<file path="config.mk">
export PLATFORM = sky130hd
export DESIGN_NAME = uart_tx_arbiter_flat
export DESIGN_NICKNAME = d
export VERILOG_FILES = /design/src/rtl/uart_pkg.sv /design/src/rtl/uart_tx_arbiter_if.sv /design/src/rtl/uart_rr_pick.sv /design/src/rtl/uart_tx_arbiter.sv /design/src/flat_wrapper.sv
export SDC_FILE = /design/constraint.sdc
export NUM_CORES = 1
export LEC_CHECK = 0
export ABC_AREA = 1
export ABC_CLOCK_PERIOD_IN_PS = 4400
export CAP_MARGIN = 10
export CORE_MARGIN = 2
export CORE_UTILIZATION = 50
export DETAILED_ROUTE_END_ITERATION = 10
export PLACE_DENSITY = 0.81
export SLEW_MARGIN = 20
export SYNTH_ARGS = -nofsm -noshare
export SYNTH_HDL_FRONTEND = slang
export SYNTH_SLANG_ARGS = --single-unit
</file>
<file path="constraint.sdc">
create_clock -name clk -period 4.4 [get_ports clk]
set_clock_uncertainty 0.15 [all_clocks]
set_input_delay 0.44 -clock clk [delete_from_list [all_inputs] [get_ports clk]]
set_output_delay 0.44 -clock clk [all_outputs]
set_load 0.05 [all_outputs]
</file>
<file path="src/rtl/uart_pkg.sv">
// Shared types and helpers for the UART TX arbitration slice.
package uart_pkg;

  localparam int unsigned DATA_W = 8;
  localparam int unsigned MAX_N  = 8;

  typedef enum logic [1:0] {
    ST_IDLE  = 2'd0,
    ST_START = 2'd1,
    ST_WAIT  = 2'd2,
    ST_HOLD  = 2'd3
  } state_e;

  // First set bit of valid scanning ptr, ptr+1, ... modulo n (n <= MAX_N).
  function automatic logic [2:0] rr_pick(input logic [MAX_N-1:0] valid,
                                         input logic [2:0]       ptr,
                                         input int unsigned      n);
    logic [2:0]  win;
    logic        found;
    int unsigned idx;
    win   = '0;
    found = 1'b0;
    for (int unsigned k = 0; k < MAX_N; k++) begin
      idx = (32'(ptr) + k) % n;
      if (k < n && !found && valid[idx[2:0]]) begin
        win   = idx[2:0];
        found = 1'b1;
      end
    end
    return win;
  endfunction

endpackage

</file>
<file path="src/rtl/uart_tx_arbiter_if.sv">
// Requester and transmitter handshake bundle for uart_tx_arbiter.
interface uart_tx_arbiter_if #(
  parameter int unsigned N = 4
);
  localparam int unsigned IW = $clog2(N);

  logic [N-1:0]   req_valid;
  logic [8*N-1:0] req_data;
  logic [N-1:0]   req_last;
  logic [N-1:0]   req_ready;
  logic [IW-1:0]  grant_id;
  logic           busy;
  logic           tx_start;
  logic [7:0]     tx_data;
  logic           tx_done;
  logic           timeout_err;

  modport slave (
    input  req_valid, req_data, req_last, tx_done,
    output req_ready, grant_id, busy, tx_start, tx_data, timeout_err
  );

  modport master (
    output req_valid, req_data, req_last, tx_done,
    input  req_ready, grant_id, busy, tx_start, tx_data, timeout_err
  );
endinterface

</file>
<file path="src/rtl/uart_rr_pick.sv">
// Combinational round-robin picker: first valid at or after ptr, wrapping.
module uart_rr_pick
  import uart_pkg::*;
#(
  parameter int unsigned N = 4
) (
  input  logic [N-1:0]         valid_i,
  input  logic [$clog2(N)-1:0] ptr_i,
  output logic [N-1:0]         onehot_o,
  output logic [$clog2(N)-1:0] idx_o,
  output logic                 any_o
);
  localparam int unsigned IW = $clog2(N);

  logic [MAX_N-1:0] valid_ext;
  logic [2:0]       win;

  always_comb begin
    valid_ext         = '0;
    valid_ext[N-1:0]  = valid_i;
    win               = rr_pick(valid_ext, 3'(ptr_i), N);
    idx_o             = IW'(win);
    any_o             = |valid_i;
    onehot_o          = '0;
    if (any_o) onehot_o[idx_o] = 1'b1;
  end

endmodule

</file>
<file path="src/rtl/uart_tx_arbiter.sv">
// Round-robin arbiter sharing one UART transmitter among N byte-stream requesters.
module uart_tx_arbiter
  import uart_pkg::*;
#(
  parameter int unsigned N            = 4,
  parameter int unsigned HOLD_TIMEOUT = 1024
) (
  input logic               clk,
  input logic               reset,
  uart_tx_arbiter_if.slave  bus
);
  localparam int unsigned IW = $clog2(N);
  localparam int unsigned CW = $clog2(HOLD_TIMEOUT) + 1;

  state_e              state_q;
  logic [IW-1:0]       rr_ptr_q;
  logic [IW-1:0]       grant_q;
  logic [DATA_W-1:0]   data_q;
  logic                last_q;
  logic                busy_q;
  logic                tx_start_q;
  logic                terr_q;
  logic [CW-1:0]       hold_cnt_q;

  logic [N-1:0]        pick_oh;
  logic [IW-1:0]       pick_idx;
  logic                pick_any;
  logic [N-1:0]        req_ready_d;
  logic [IW-1:0]       sel_idx;
  logic [DATA_W-1:0]   sel_byte;
  logic                sel_last;

  uart_rr_pick #(.N(N)) u_pick (
    .valid_i  (bus.req_valid),
    .ptr_i    (rr_ptr_q),
    .onehot_o (pick_oh),
    .idx_o    (pick_idx),
    .any_o    (pick_any)
  );

  function automatic logic [IW-1:0] next_idx(input logic [IW-1:0] i);
    return (32'(i) == N - 1) ? '0 : i + 1'b1;
  endfunction

  // req_ready is gated by reset so every output reads 0 while reset is held.
  always_comb begin
    req_ready_d = '0;
    sel_idx     = (state_q == ST_HOLD) ? grant_q : pick_idx;
    sel_byte    = bus.req_data[32'(sel_idx)*DATA_W +: DATA_W];
    sel_last    = bus.req_last[sel_idx];
    if (!reset) begin
      case (state_q)
        ST_IDLE: req_ready_d = pick_oh;
        ST_HOLD: if (bus.req_valid[grant_q]) req_ready_d[grant_q] = 1'b1;
        default: req_ready_d = '0;
      endcase
    end
  end

  always_ff @(posedge clk or posedge reset) begin
    if (reset) begin
      state_q    <= ST_IDLE;
      rr_ptr_q   <= '0;
      grant_q    <= '0;
      data_q     <= '0;
      last_q     <= 1'b0;
      busy_q     <= 1'b0;
      tx_start_q <= 1'b0;
      terr_q     <= 1'b0;
      hold_cnt_q <= '0;
    end else begin
      tx_start_q <= 1'b0;
      terr_q     <= 1'b0;
      case (state_q)
        ST_IDLE: begin
          if (pick_any) begin
            data_q     <= sel_byte;
            last_q     <= sel_last;
            grant_q    <= pick_idx;
            busy_q     <= 1'b1;
            tx_start_q <= 1'b1;
            state_q    <= ST_START;
          end
        end
        ST_START: state_q <= ST_WAIT;
        ST_WAIT: begin
          if (bus.tx_done) begin
            if (last_q) begin
              rr_ptr_q <= next_idx(grant_q);
              busy_q   <= 1'b0;
              state_q  <= ST_IDLE;
            end else begin
              hold_cnt_q <= '0;
              state_q    <= ST_HOLD;
            end
          end
        end
        ST_HOLD: begin
          if (bus.req_valid[grant_q]) begin
            data_q     <= sel_byte;
            last_q     <= sel_last;
            tx_start_q <= 1'b1;
            state_q    <= ST_START;
          end else if (hold_cnt_q == CW'(HOLD_TIMEOUT - 1)) begin
            terr_q   <= 1'b1;
            rr_ptr_q <= next_idx(grant_q);
            busy_q   <= 1'b0;
            state_q  <= ST_IDLE;
          end else if (hold_cnt_q != '1) begin
            hold_cnt_q <= hold_cnt_q + 1'b1;
          end
        end
        default: state_q <= ST_IDLE;
      endcase
    end
  end

  assign bus.req_ready   = req_ready_d;
  assign bus.grant_id    = grant_q;
  assign bus.busy        = busy_q;
  assign bus.tx_start    = tx_start_q;
  assign bus.tx_data     = data_q;
  assign bus.timeout_err = terr_q;

endmodule

</file>
<file path="src/flat_wrapper.sv">
// flat-port wrapper written by rule: the top's interface ports become plain ports
module uart_tx_arbiter_flat import uart_pkg::*;
#(
  parameter int unsigned N            = 4,
  parameter int unsigned HOLD_TIMEOUT = 1024
)
  (clk, reset, bus_req_valid, bus_req_data, bus_req_last, bus_tx_done, bus_req_ready, bus_grant_id, bus_busy, bus_tx_start, bus_tx_data, bus_timeout_err);
  uart_tx_arbiter_if #(.N(N)) bus_i ();
  input logic clk;
  input logic reset;
  input wire logic [$bits(bus_i.req_valid)-1:0] bus_req_valid;
  input wire logic [$bits(bus_i.req_data)-1:0] bus_req_data;
  input wire logic [$bits(bus_i.req_last)-1:0] bus_req_last;
  input wire logic [$bits(bus_i.tx_done)-1:0] bus_tx_done;
  output wire logic [$bits(bus_i.req_ready)-1:0] bus_req_ready;
  output wire logic [$bits(bus_i.grant_id)-1:0] bus_grant_id;
  output wire logic [$bits(bus_i.busy)-1:0] bus_busy;
  output wire logic [$bits(bus_i.tx_start)-1:0] bus_tx_start;
  output wire logic [$bits(bus_i.tx_data)-1:0] bus_tx_data;
  output wire logic [$bits(bus_i.timeout_err)-1:0] bus_timeout_err;
  assign bus_i.req_valid = bus_req_valid;
  assign bus_i.req_data = bus_req_data;
  assign bus_i.req_last = bus_req_last;
  assign bus_i.tx_done = bus_tx_done;
  assign bus_req_ready = bus_i.req_ready;
  assign bus_grant_id = bus_i.grant_id;
  assign bus_busy = bus_i.busy;
  assign bus_tx_start = bus_i.tx_start;
  assign bus_tx_data = bus_i.tx_data;
  assign bus_timeout_err = bus_i.timeout_err;
  uart_tx_arbiter #(.N(N), .HOLD_TIMEOUT(HOLD_TIMEOUT)) u_core (.clk(clk), .reset(reset), .bus(bus_i));
endmodule
</file>
=== After elaboration in Yosys (flattened, before gate mapping) ===
Index checks and enable logic that the tools add are counted.
W data, S select, Z words.

* $add $sub $neg: 5
* Order comparisons: 9
* Eq/ne operators: 16
* Shifts and indexed selects: 1
* Mux-type cells: 64
* Reduce and logical (&&, ||, !) cells: 19

{| class="wikitable"
|+ Operator list
! operator !! number
|-
| $mux W11 || 5
|-
| $shiftx A32 B6 Y8 || 1
|-
| $mux W2 || 15
|-
| $mux W1 || 23
|-
| $pmux W11 S2 || 1
|-
| $lt A2 B4 Y1 const B || 4
|-
| $mux W8 || 2
|-
| $pmux W8 S2 || 1
|-
| $ne A2 B2 Y1 const B || 7
|-
| $bmux W1 S2 || 6
|-
| $mux W4 || 3
|-
| $reduce_and A6 Y1 || 2
|-
| $add A11 B1 Y11 const B || 1
|-
| $eq A11 B10 Y1 const B || 1
|-
| $ne A11 B11 Y1 const B || 1
|-
| $lt A2 B3 Y1 const B || 3
|-
| $pmux W2 S4 || 1
|-
| $pmux W4 S2 || 1
|-
| $eq A2 B2 Y1 const B || 3
|-
| $reduce_and A3 Y1 || 2
|-
| $logic_and A1 B1 Y1 || 5
|-
| $reduce_and A5 Y1 || 1
|-
| $add A2 B1 Y2 const B || 2
|-
| $add A2 B2 Y2 const B || 2
|-
| 14 further kinds || 21
|}

* Register bits after elaboration: 29
* Output and inout port bits: 17
* Logic and storage cells: 123

=== Logic depth before layout (Yosys ltp) ===
* Word-level depth: 19
* Gate-level depth with buffers: 16
* Mapped depth without buffers: 15

=== Modules after synthesis ===
A second synthesis with hierarchy kept.

* Cell total of the unflattened synthesis: 348
* Area total of the unflattened synthesis: 2,361.0 um^2

{| class="wikitable"
|+ By module, submodules not included
! module !! instances !! cells each !! area each (um^2)
|-
| uart_tx_arbiter || 1 || 282 || 2,021.9
|-
| uart_rr_pick || 1 || 66 || 339.1
|}

=== Least setup slack after synthesis ===
OpenSTA, ideal clock, no wires.

* Path type: input to output
* Start: input port bus_req_valid[3]
* End: output port bus_req_ready[3]
* Arrival time: 2.144 ns
* Data required time: 3.810 ns
* Setup slack: 1.666 ns
* Stages: 10
* Path buffers: 0
* Path through: inv_1 -> nand2_1 -> nand3_1 -> nand2_2 -> o21ai_0 -> nand2_2 -> and2_1 -> inv_1 -> nand3_1 -> a21oi_1

* Longest elaborated chain between the ends: 19

{| class="wikitable"
|+ Ends and longest elaborated chain
! element !! RTL line !! source
|-
| start: declaration || flat_wrapper.sv:11 || <nowiki>input wire logic [$bits(bus_i.req_valid)-1:0] bus_req_valid;</nowiki>
|-
| $bmux W1 S2 || uart_pkg.sv:25 || <nowiki>if (k < n && !found && valid[idx[2:0]]) begin</nowiki>
|-
| $mux W1 (implied by the code) || uart_pkg.sv:25 ||
|-
| $mux W1 || uart_pkg.sv:25 ||
|-
| $logic_not A1 Y1 || uart_pkg.sv:25 ||
|-
| $logic_and A1 B1 Y1 || uart_pkg.sv:25 ||
|-
| $mux W1 || uart_pkg.sv:25 ||
|-
| $logic_not A1 Y1 || uart_pkg.sv:25 ||
|-
| $logic_and A1 B1 Y1 || uart_pkg.sv:25 ||
|-
| [... 3 more ...] || n/a ||
|-
| $mux W2 || uart_pkg.sv:25 ||
|-
| $lt A2 B3 Y1 (implied by the code) or $ge A2 B1 Y1 (tied branches) || uart_rr_pick.sv:25 || <nowiki>if (any_o) onehot_o[idx_o] = 1'b1;</nowiki>
|-
| $logic_and A1 B1 Y1 (implied by the code) || uart_rr_pick.sv:25 ||
|-
| $mux W1 (implied by the code) || uart_rr_pick.sv:25 ||
|-
| $demux W1 S2 || uart_rr_pick.sv:25 ||
|-
| $mux W4 || uart_rr_pick.sv:25 ||
|-
| $pmux W4 S2 (*) || uart_tx_arbiter.sv:52 || <nowiki>case (state_q)</nowiki>
|-
| $mux W4 (*) || uart_tx_arbiter.sv:51 || <nowiki>if (!reset) begin</nowiki>
|-
| end: declaration || flat_wrapper.sv:15 || <nowiki>output wire logic [$bits(bus_i.req_ready)-1:0] bus_req_ready;</nowiki>
|}

Every way passes the cells marked *; elsewhere a longest branch is shown, timed or not. The select of a mux whose other input is x is not followed.

=== Final worst setup path ===
* Start: register u_core.rr_ptr_q[0]
* End: output port bus_req_ready[3]

* Longest elaborated chain between the ends: 19

{| class="wikitable"
|+ Ends and longest elaborated chain
! element !! RTL line !! source
|-
| start: declaration || uart_tx_arbiter.sv:16 || <nowiki>logic [IW-1:0] rr_ptr_q;</nowiki>
|-
| start signal: assignment || uart_tx_arbiter.sv:89 || <nowiki>rr_ptr_q <= next_idx(grant_q);</nowiki>
|-
| start signal: assignment || uart_tx_arbiter.sv:106 || <nowiki>rr_ptr_q <= next_idx(grant_q);</nowiki>
|-
| parallel branches: the longest is 11 deep, another holds $add A2 B1 Y2 || n/a ||
|-
| $mux W2 (*) || uart_pkg.sv:25 ||
|-
| $lt A2 B3 Y1 (implied by the code) or $ge A2 B1 Y1 (tied branches) || uart_rr_pick.sv:25 ||
|-
| $logic_and A1 B1 Y1 (implied by the code) || uart_rr_pick.sv:25 ||
|-
| $mux W1 (implied by the code) || uart_rr_pick.sv:25 ||
|-
| $demux W1 S2 (*) || uart_rr_pick.sv:25 ||
|-
| $mux W4 (*) || uart_rr_pick.sv:25 ||
|-
| $pmux W4 S2 (*) || uart_tx_arbiter.sv:52 ||
|-
| $mux W4 (*) || uart_tx_arbiter.sv:51 ||
|}

Every way passes the cells marked *. The select of a mux whose other input is x is not followed.

==> results.yml <==
floorplanning:
  die_x_um: 73.1
  ios: 60
  start_util_pct: 51.3
  die_area_um2: 5350
  fp-row-count: 25
  core_um2: 4660
  die-height_um: 73.1
worst_setup_path:
  rr_startpoint: "u_core.rr_ptr_q[0]"
  crit_start: "u_core.rr_ptr_q[0]"
  worstPathArrival_ps: 3060
  r2r_end: "u_core.bus.tx_data[6]"
  path_max_fanout: 12
  cp-start-kind: "flip-flop"
  crit_type: "flip-flop to output port"
  timing.reg2reg.setup_slack_ps: 1780
  r2r_cells: 15
  end_kind: "output port"
  cp_data_required_time_ps: 3810
placed_design:
  pre_cts_slack_ps: 864
  gp_congestion: 0.899
  port_buffers: 59
  dp_hpwl_um: 4450
status:
  status: "finished, final reports clean"
timing:
  max_freq_ghz: 0.274
  finalMaxSlewViolations: 0
  setup_violations: 0
  period_share_pct: 82.9
  finalSetupTns_ps: 0
  period_minus_slack_ps: 3650
  hold_viol: 0
  slew-limit-headroom_pct: 59.7
  fin_ws_ps: 751
  rsz0062_at_grt: "false"
  tightestPinTransition_ps: 604
power:
  p_sw_mw: 1.28
  seqPwrFrac_pct: 18.7
  p_int_mw: 1.12
  ir_worst_vdd_mv: 0.433
  clockPowerShare_pct: 13.5
  p_sw_share_pct: 53.5
  p_leak_nw: 1.64
  p_comb_share_pct: 67.7
  power_density_nw_per_um2: 763
synthesis:
  yosysSeqAreaShare_pct: 30.4
  yosys.area.top_type_share_pct: 30.4
  syn_avg_cell_area_um2: 6.49
  yosysMostFrequentCell: "nand2_1"
  yosysWarnings: 0
  synth_flop_cell: "dfrtp_1"
  synth_common_cells: "103 x nand2_1, 64 x inv_1, 52 x nand3_1"
  synth_edf_count: 0
  syn_area_um2: 2390
  synthesis.nets: 420
  ys_ff_latch: 29
  syn-instance-count: 368
  synth.area.top_cells: "dfrtp_1 30%, nand2_1 16%, nand3_1 11%"
  async_flop_share_pct: 100
  yosysTopAreaCell: "dfrtp_1"
  synth_cell_types: 34
drt:
  drc_errors: 0
  via_count: 2490
  vias_per_cell: 5.14
  drt_wl_total_um: 5500
  ant_nets: 0
  drt_pass1_iterations: 4
  wire_per_inst_um: 11.4
  drtIter0Drc: 204
clocking:
  path_clk_slew_ps: 60
  ctsHtreeMaxLevel: 2
  ctsResizeCount: 0
  clock_path_buffers: 2
  cts_buffers: 5
  postCtsSetupBuffers: 0
  insertion_delay_ps: 270
  cts_tree: "yes"
  cts_hold_buf: 0
  cts_sinks: 29
  cts-root-buf: "clkbuf_8"
worst_hold_path:
  min_from: "u_core.bus.tx_data[1]"
  worstHoldPathCells: 2
  min_to: "u_core.bus.tx_data[1]"
  hold_class: "flip-flop to flip-flop"
final_layout:
  antenna_cells: 0
  syn_to_final_growth_pct: 31.6
  nets: 481
  drive_above_1_share_pct: 10.9
grt:
  grt_usage_pct: 22.0
  grt_overflow_total: 0
  antenna_found_initial: 0
  grt_pass1_wl_um: 9430
  grt_max_degree: 30
  first_global_vias: 2167
job:
  cap_violations: 0
-- stage by stage --
stage / std cells / hold slack [ps] / util [%] / area, µm² / power (mW)
floorplan: 368 / 322 / - / 2390 / 1.70
detailed placement: 476 / 323 / 64.6 / 3010 / 2.07
CTS: 484 / 344 / 67.5 / 3140 / 2.40
global route: 484 / 375 / 67.5 / 3140 / 2.62
global placement: 476 / 320 / 64.6 / 3010 / 2.05
finish: 484 / 344 / 67.5 / 3140 / 2.40
-- routing by layer --
metal  global-route usage (%)  up-vias  part of all wire, %
met5                        0        -                    0
met4                     4.32        0                 0.89
met3                     4.56        8                  6.4
met2                     36.1       79                   46
met1                     30.0     1122                   47
li1                         -     1281                    -
-- worst max-delay path by stage --
stage                       end  slack (ps)  cells after the start
2_1_floorplan  bus_req_ready[3]        1670                     10
3_3_place_gp   bus_req_ready[3]         920                     12
3_5_place_dp   bus_req_ready[2]         860                     13
4_1_cts        bus_req_ready[3]         760                     12
5_1_grt        bus_req_ready[0]         540                     14
6_report       bus_req_ready[3]         750                     12
-- sequential cells by signal, indices dropped and copies added (netlist names) --
| signal | cells |
|---|---|
| u_core.bus.grant_id | 2 |
| u_core.rr_ptr_q | 2 |
| u_core.last_q | 1 |
| u_core.bus.tx_start | 1 |
| u_core.bus.busy | 1 |
| u_core.hold_cnt_q | 11 |
| u_core.bus.tx_data | 8 |
| u_core.bus.timeout_err | 1 |
| u_core.state_q | 2 |
-- cells in the final DEF (no fill, tap or decap), types with 2 or more instances in the layout --
master,instances
nand2_1,103
inv_1,63
clkdlybuf4s50_1,59
nand3_1,52
dfrtp_1,29
nor2_1,23
nand2_2,20
a21oi_1,14
o21ai_0,10
ha_1,9
inv_2,6
nand3_2,5
nor3_1,5
clkbuf_8,5
o31ai_1,3
o22ai_1,2
nand2_4,2
xor2_1,2
bufinv_16,2
-- power groups by stage --
| stage | clock, mW | sequential [mW] | combinational, mW |
|---|---|---|---|
| finish | 0.324 | 0.450 | 1.63 |
| global route | 0.339 | 0.461 | 1.82 |
| CTS | 0.327 | 0.449 | 1.62 |
| detailed placement | 0 | 0.454 | 1.62 |
| global placement | 0 | 0.451 | 1.60 |
| floorplan | 0 | 0.605 | 1.10 |
-- cells by family after synthesis --
| family | synth area share, % |
|---|---|
| AOI/OAI and AO/OA | 9.11 |
| DFF | 30.4 |
| xor gates and xnor gates | 0.733 |
| buffers and inverters | 12.6 |
| adders and majority gates | 4.71 |
| and+or+nand+nor | 42.5 |
-- cell type report --
type,count,area (µm²)
Fill cell,444,1520
Clock inverter,3,65.1
Timing Repair Buffer,59,591
Inverter,70,263
Tap cell,54,67.6
Clock buffer,5,68.8
Sequential cell,29,726
Multi-Input combinational cell,264,1360
-- worst max-delay path: stages, from the launching register on --
cell             delay, ps
dfrtp_1                640
inv_2                  200
nand2_1                120
nand2_2                 80
nand2_1                 60
nand2_1                 80
o21ai_0                220
nand2_2                110
and2_1                 160
inv_1                   80
nand3_1                 70
a21oi_1                140
clkdlybuf4s50_1        820
(Power assumes the default switching activity.)
